--- config.mk ---
export PLATFORM = sky130hd
export DESIGN_NAME = keyed_mux_bank
export DESIGN_NICKNAME = d
export VERILOG_FILES = /design/src/rtl/keyed_mux_bank.sv
export SDC_FILE = /design/constraint.sdc
export NUM_CORES = 1
export LEC_CHECK = 0
export ABC_AREA = 1
export CORE_MARGIN = 4
export CORE_UTILIZATION = 50
export DETAILED_ROUTE_END_ITERATION = 6
export GPL_ROUTABILITY_DRIVEN = 0
export PLACE_DENSITY = 0.93
export SYNTH_ARGS = -nofsm -noshare
export SYNTH_HDL_FRONTEND = slang
export SYNTH_SLANG_ARGS = --single-unit
--- constraint.sdc ---
create_clock -name clk -period 2.2 [get_ports clk]
set_input_delay 0.44 -clock clk [delete_from_list [all_inputs] [get_ports clk]]
set_output_delay 0.44 -clock clk [all_outputs]
set_load 0.1 [all_outputs]
--- src/rtl/keyed_mux_bank.sv ---
// Bank of key-locked muxes: a serially loaded key selects one candidate per channel; outputs stay 0 until a key is accepted.
// Build option: define KEYMUX_ALLOW_CHECK_EN to also reject keys containing a channel code not set in ALLOW_MASK.
module keyed_mux_bank #(
    parameter int CH = 4,
    parameter int SEL_W = 2,
    parameter logic [(1<<SEL_W)-1:0] ALLOW_MASK = 4'b1001
) (
    input  logic                      clk,
    input  logic                      rst,
    input  logic                      key_in,
    input  logic                      key_vld,
    input  logic                      key_done,
    input  logic [CH*(1<<SEL_W)-1:0]  data_in,
    output logic [CH-1:0]             data_out,
    output logic                      unlocked,
    output logic                      key_err
);
    localparam int NC = 1 << SEL_W;
    localparam int KW = CH * SEL_W;
    localparam int CW = $clog2(KW + 2);

    // state    | meaning
    // LOCKED   | no key yet, outputs 0
    // SHIFT    | key bits arriving
    // ACTIVE   | key accepted, muxes live
    // ERROR    | last key rejected, outputs 0
    typedef enum logic [1:0] {ST_LOCKED, ST_SHIFT, ST_ACTIVE, ST_ERROR} state_t;

    state_t          state_q, state_d;
    logic [KW-1:0]   key_sr_q, key_sr_d;
    logic [CW-1:0]   cnt_q, cnt_d;
    logic            key_err_q, key_err_d;
    logic [CH-1:0]   data_q, data_d;
    logic [KW-1:0]   key_shift;
    logic            fields_ok;
    logic [NC-1:0]   cand;

    // Next key/count are resolved first so a key_done in the same cycle checks the updated values.
    always_comb begin
        key_shift         = key_sr_q >> 1;
        key_shift[KW-1]   = key_in;
        key_sr_d          = key_sr_q;
        cnt_d             = cnt_q;
        if (key_vld) begin
            key_sr_d = key_shift;
            if (state_q != ST_SHIFT)
                cnt_d = CW'(1);
            else if (cnt_q != CW'(KW + 1))
                cnt_d = cnt_q + CW'(1);
        end
    end

`ifdef KEYMUX_ALLOW_CHECK_EN
    always_comb begin
        fields_ok = 1'b1;
        for (int c = 0; c < CH; c++) begin
            if (!ALLOW_MASK[key_sr_d[c*SEL_W +: SEL_W]])
                fields_ok = 1'b0;
        end
    end
`else
    assign fields_ok = 1'b1;
`endif

    always_comb begin
        state_d   = state_q;
        key_err_d = key_err_q;
        if (key_vld) begin
            state_d   = ST_SHIFT;
            key_err_d = 1'b0;
        end
        if (state_q == ST_SHIFT && key_done) begin
            if (cnt_d == CW'(KW) && fields_ok) begin
                state_d = ST_ACTIVE;
            end else begin
                state_d   = ST_ERROR;
                key_err_d = 1'b1;
            end
        end
    end

    always_comb begin
        data_d = '0;
        cand   = '0;
        if (state_q == ST_ACTIVE) begin
            for (int c = 0; c < CH; c++) begin
                cand      = data_in[c*NC +: NC];
                data_d[c] = cand[key_sr_q[c*SEL_W +: SEL_W]];
            end
        end
    end

    always_ff @(posedge clk or posedge rst) begin
        if (rst) begin
            state_q   <= ST_LOCKED;
            key_sr_q  <= '0;
            cnt_q     <= '0;
            key_err_q <= 1'b0;
            data_q    <= '0;
        end else begin
            state_q   <= state_d;
            key_sr_q  <= key_sr_d;
            cnt_q     <= cnt_d;
            key_err_q <= key_err_d;
            data_q    <= data_d;
        end
    end

    assign data_out = data_q;
    assign unlocked = (state_q == ST_ACTIVE);
    assign key_err  = key_err_q;
endmodule

==> results of run 1 <==
-- kinds of logic after synthesis --
| kind of cell | count (synthesis) | synth area share |
|---|---|---|
| AND/OR/NAND/NOR | 54 | 0.2415 |
| adder cells (fa/ha/maj) | 2 | 0.02611 |
| AO/OA/AOI/OAI | 25 | 0.1371 |
| buffers and inverters | 22 | 0.09922 |
| flip-flops | 19 | 0.4961 |
-- final cells by class --
cell class,instances,area [µm²],area share
multi-input cells,81,387.9,0.3116
repair buffers,27,252.7,0.2030
inverters,19,71.32,0.05729
well taps,25,31.28,0.02513
clock buffers,4,26.28,0.02111
flip-flops and latches,19,475.5,0.3819
-- power groups by stage --
stage | clock [W] | combinational (W) | sequential, W
after floorplan | 0 | 0.000305 | 0.000664
after global placement | 0 | 0.000584 | 0.000516
after detailed placement | 0 | 0.000595 | 0.000521
after CTS | 0.000175 | 0.000601 | 0.000514
after global routing | 0.000192 | 0.000647 | 0.000531
final | 0.000174 | 0.000602 | 0.000516
-- through the flow --
step / hold WS, ns / cells / util / power, W
after global routing: 0.5580 / 175 / 0.7057 / 0.001370
after detailed placement: 0.4864 / 171 / 0.6908 / 0.001116
after CTS: 0.5114 / 175 / 0.7057 / 0.001290
after floorplan: 0.3911 / 122 / - / 0.0009693
final: 0.5034 / 175 / 0.7057 / 0.001292
after global placement: 0.4812 / 171 / 0.6908 / 0.001100
-- path summary, 6_finish.rpt --
path	start	end	slack (ns)	cells after the start
worst max-delay path	state_q[0]	unlocked	0.59	2
max in group asynchronous	rst	key_err	1.21	2
worst max register to register	cnt_q[1]	state_q[0]	0.75	10
worst min-delay path	key_err	key_err	0.50	2
worst min register to register	key_err	key_err	0.50	2
min in group asynchronous	rst	cnt_q[0]	0.55	2
-- cells in the mapped netlist (all sizes together) --
master	n	share of area
nand3b	1	0.0078
dfrtp	19	0.50
nand4	1	0.0065
nor2	20	0.084
nand3	6	0.037
ha	2	0.026
a21oi	6	0.035
nand2	26	0.11
buf	3	0.025
a21boi	1	0.0078
inv	19	0.074
o21ai	18	0.094
-- per-layer routing --
layer | part of all wire | track usage
met1 | 0.42 | 0.1915
met2 | 0.52 | 0.2754
met3 | 0.046 | 0.008596
met4 | 0.016 | 0.07860
met5 | 0 | 0
-- cells in the final DEF (no fill, tap or decap), drive strengths merged --
cell,Yosys,layout
a21boi,1,1
a21oi,6,6
buf,3,7
clkbuf,0,4
clkdlybuf4s50,0,20
dfrtp,19,19
ha,2,2
inv,19,19
nand2,26,26
nand3,6,6
nand3b,1,1
nand4,1,1
nor2,20,20
o21ai,18,18
-- registers in the layout, indices dropped and copies added (netlist names) --
signal and cells:
key_err 1, cnt_q 4, data_out 4, key_sr_q 8
state_q 2
-- worst reg2reg max path, stage by stage (launching register included) --
cell and delay, ns:
dfrtp_1 0.45, inv_1 0.08, ha_1 0.19, nand3_2 0.11
nand2_2 0.08, nand2_1 0.07, nand2_1 0.06, nor2_2 0.11
nand3_1 0.09, nand2_1 0.08, nand2_1 0.05
==> flow_summary.toml, run 1 <==
[power_and_ir_drop]
p_int_w = 0.0006897
pwr-share-comb = 0.466
power_leakage_nw = 0.6075
p_sw_frac = 0.4662
vdd_drop_max_mv = 0.8504
powerDensity_mw_per_mm2 = 1038
pwr-share-clk = 0.135
p_seq_frac = 0.399
p_switching_w = 0.0006024

[worst_setup_path]
cp.required_ns = 1.76
path_max_fanout = 3
slowest_stage = "dfrtp_1"
path_buf_inv = 1
cpPeakStageDelay_ns = 0.41
cp_cell_sequence = "nor2_1 -> buf_4"
cp_top_family = "flip-flops"
endpoint_kind = "output pin"
startpoint_type = "register"
arrival_ns = 1.17
critical_path_class = "reg -> out"

[clock_network]
cts.repair.resized = 0
cts.reportedPaths.clkPinSlew_ns = 0.10
tritoncts = "yes"
h-tree-depth = 1
clock_path_buffers = 2
holdBufCountCts = 0
cts_made_buffers = 3
root_buffer = "clkbuf_4"
insertion_delay_ns = 0.29
cts_setup_buffers = 0
cts_sinks = 19

[global_route]
grt_max_degree = 20
track_usage = 0.1560
antenna_found_initial = 0
grt_pass1_vias = 729
grt_pass1_wl_um = 3084
overflow = 0

[layout]
nFillCells = 147
stdcell_area_mm2 = 0.001245
nets = 174
diodes = 0
area_delta_synth_final_pct = 29.90
drive_above_1_share = 0.1200

[sta]
finalWorstSetupSlack_ns = 0.5890
skew_ns = 0.0005674
slew_headroom = 0.5285
max_freq_ghz = 0.6207
finalSetupTns_ns = 0
finalMaxSlewViolations = 0
tightestPinTransition_ns = 0.7064
finalCritPeriodShare = 0.7323
post-route-min-period_ns = 1.611
finalHoldViolCount = 0
setup_viol = 0
grt_setup_unrepaired = "false"

[synthesis]
synth_area_per_cell_um2 = 7.856
ys_ff_latch = 19
synth_fp_nets = 145
synth_warnings = 0
yosysSeqAreaShare = 0.4961
syn_area_um2 = 958.4
ys_types = 20
netlist_instances = 122

[floorplanning]
core_mm2 = 0.001764
die-height_um = 51.78
rows = 15
die_area_mm2 = 0.002681
dieWidth_um = 51.78
start_util = 0.5433
pin_count = 27

[routing]
wl_um = 1994
wire_per_inst_um = 11.39
drt-initial-drc-count = 27
firstDrtPassIters = 5
ant_nets = 0
drc = 0
viasPerCell = 4.943
via_count = 865

[place]
hpwl_um = 1523
portBuffers = 26
placed_area_mm2 = 0.001219
pre_cts_ws_ns = 0.4106

[worst_hold_path]
hp-class = "reg -> reg"

[job]
maxCapViolCount = 0

[outcome]
status = "completed"
No activity file was read; power rests on OpenSTA's default activity.
==> run 2: changes to the inputs <==
CORE_UTILIZATION = 46   (was 50)
PLACE_DENSITY = 0.87   (was 0.93)
clock period = 1.6 ns   (was 2.2 ns; I/O delays follow)
==> flow_summary.toml, run 2 (same netlist as run 1, synthesis figures left out) <==
[worst_setup_path]
critical_path_class = "reg -> reg"
endpoint_kind = "register"
arrival_ns = 1.67
r2r-start = "cnt_q[1]"
cp.required_ns = 1.79
critPathLaunch = "cnt_q[1]"
startpoint_type = "register"
path_max_fanout = 5
ff2ff_path_depth = 10

[sta]
skew_ns = 0.004905
tightestPinTransition_ns = 0.3116
post-route-min-period_ns = 1.476
finalHoldViolCount = 0
finalCritPeriodShare = 0.9223
max_freq_ghz = 0.6777
finalSetupTns_ns = 0
slew_headroom = 0.7916
finalMaxSlewViolations = 0
setup_viol = 0
grt_setup_unrepaired = "false"

[power_and_ir_drop]
p_sw_frac = 0.4507
pwr-share-comb = 0.492
pwr-share-clk = 0.125
p_int_w = 0.001054
power_leakage_nw = 0.6360
power_w = 0.001919
p_seq_frac = 0.383
p_switching_w = 0.0008650
powerDensity_mw_per_mm2 = 1427
vdd_drop_max_mv = 0.9309

[global_route]
overflow = 0
grt_pass1_vias = 921
track_usage = 0.1756
grt_pass1_wl_um = 3560
grt_max_degree = 20
antenna_found_initial = 0

[clock_network]
cts_sinks = 19
holdBufCountCts = 0
cts.reportedPaths.clkPinSlew_ns = 0.10
insertion_delay_ns = 0.30
h-tree-depth = 1
root_buffer = "clkbuf_4"
clock_path_buffers = 2
cts_made_buffers = 3
tritoncts = "yes"
cts_setup_buffers = 0
cts.repair.resized = 0

[routing]
drc = 0
viasPerCell = 4.899
wl_um = 2138
ant_nets = 0
drt-initial-drc-count = 16
wire_per_inst_um = 11.94
via_count = 877
firstDrtPassIters = 4

[floorplanning]
rows = 16
die_area_mm2 = 0.002878
dieWidth_um = 53.65
pin_count = 27
core_mm2 = 0.001962
start_util = 0.4885
die-height_um = 53.65

[layout]
drive_above_1_share = 0.1382
nets = 176
final_cell_mix = "nand2_1 (24), clkdlybuf4s50_1 (20), dfrtp_1 (19), inv_1 (17), nor2_1 (17)"
largest_reg_flops = 8
final_common_cell = "nand2_1"
diodes = 0
utilization = 0.6856
top_register = "key_sr_q"
area_delta_synth_final_pct = 40.34

[outcome]
status = "completed"

[place]
hpwl_um = 1769
portBuffers = 26

[job]
maxCapViolCount = 0

[worst_hold_path]
hp-class = "in -> async"
==> run 2: cell types whose count changed in the layout (fill, tap and decap cells not counted), sizes merged <==
cell / change
buf: +2
==> run 2: routing by layer <==
metal,up-vias,wire (µm),GRT usage
li1,444,-,-
met2,22,1180,0.3449
met3,5,91,0.03878
met5,-,0,0
met1,406,831,0.1722
met4,0,35,0.07660
==> run 2: per-stage QoR <==
stage,setup slack (ns),instances,area (µm²),hold slack (ns)
after global routing,0.001743,179,1345,0.3573
after global placement,0.03564,175,1319,0.4925
after CTS,0.1118,179,1345,0.3233
after floorplan,0.3080,122,965.9,0.2711
after detailed placement,-0.05685,175,1319,0.5038
final,0.1243,179,1345,0.3252
==> run 2: power groups by stage <==
stage	clock, W	combinational, W	sequential, W
2_1_floorplan	0	0.000431	0.000920
3_3_place_gp	0	0.000917	0.000737
3_5_place_dp	0	0.000951	0.000745
4_1_cts	0.000253	0.000954	0.000735
5_1_grt	0.000273	0.00102	0.000752
6_report	0.000239	0.000945	0.000735
==> run 2: final cells by class <==
cell class	count	area, µm²
flip-flops and latches	19	475.5
repair buffers	29	342.8
clock buffers	4	26.28
fillers	173	616.8
well taps	27	33.78
multi-input cells	81	395.4
inverters	19	71.32
==> run 2: worst paths after layout <==
path | end | slack [ns]
setup / recovery | key_err | 0.12
hold / removal | key_sr_q[5] | 0.33
setup reg to reg | key_err | 0.12
hold reg to reg | key_sr_q[0] | 0.53
max in group asynchronous | state_q[0] | 1.08
min in group clk | key_sr_q[0] | 0.53
==> run 2: worst max-delay path, stage by stage (launching register included) <==
cell	delay, ns
dfrtp_1	0.46
inv_1	0.07
ha_1	0.19
nand3_2	0.11
nand2_2	0.07
nand2_1	0.07
nand2_1	0.06
nor2_2	0.11
nand3_1	0.09
nand2_1	0.08
nand2_1	0.05
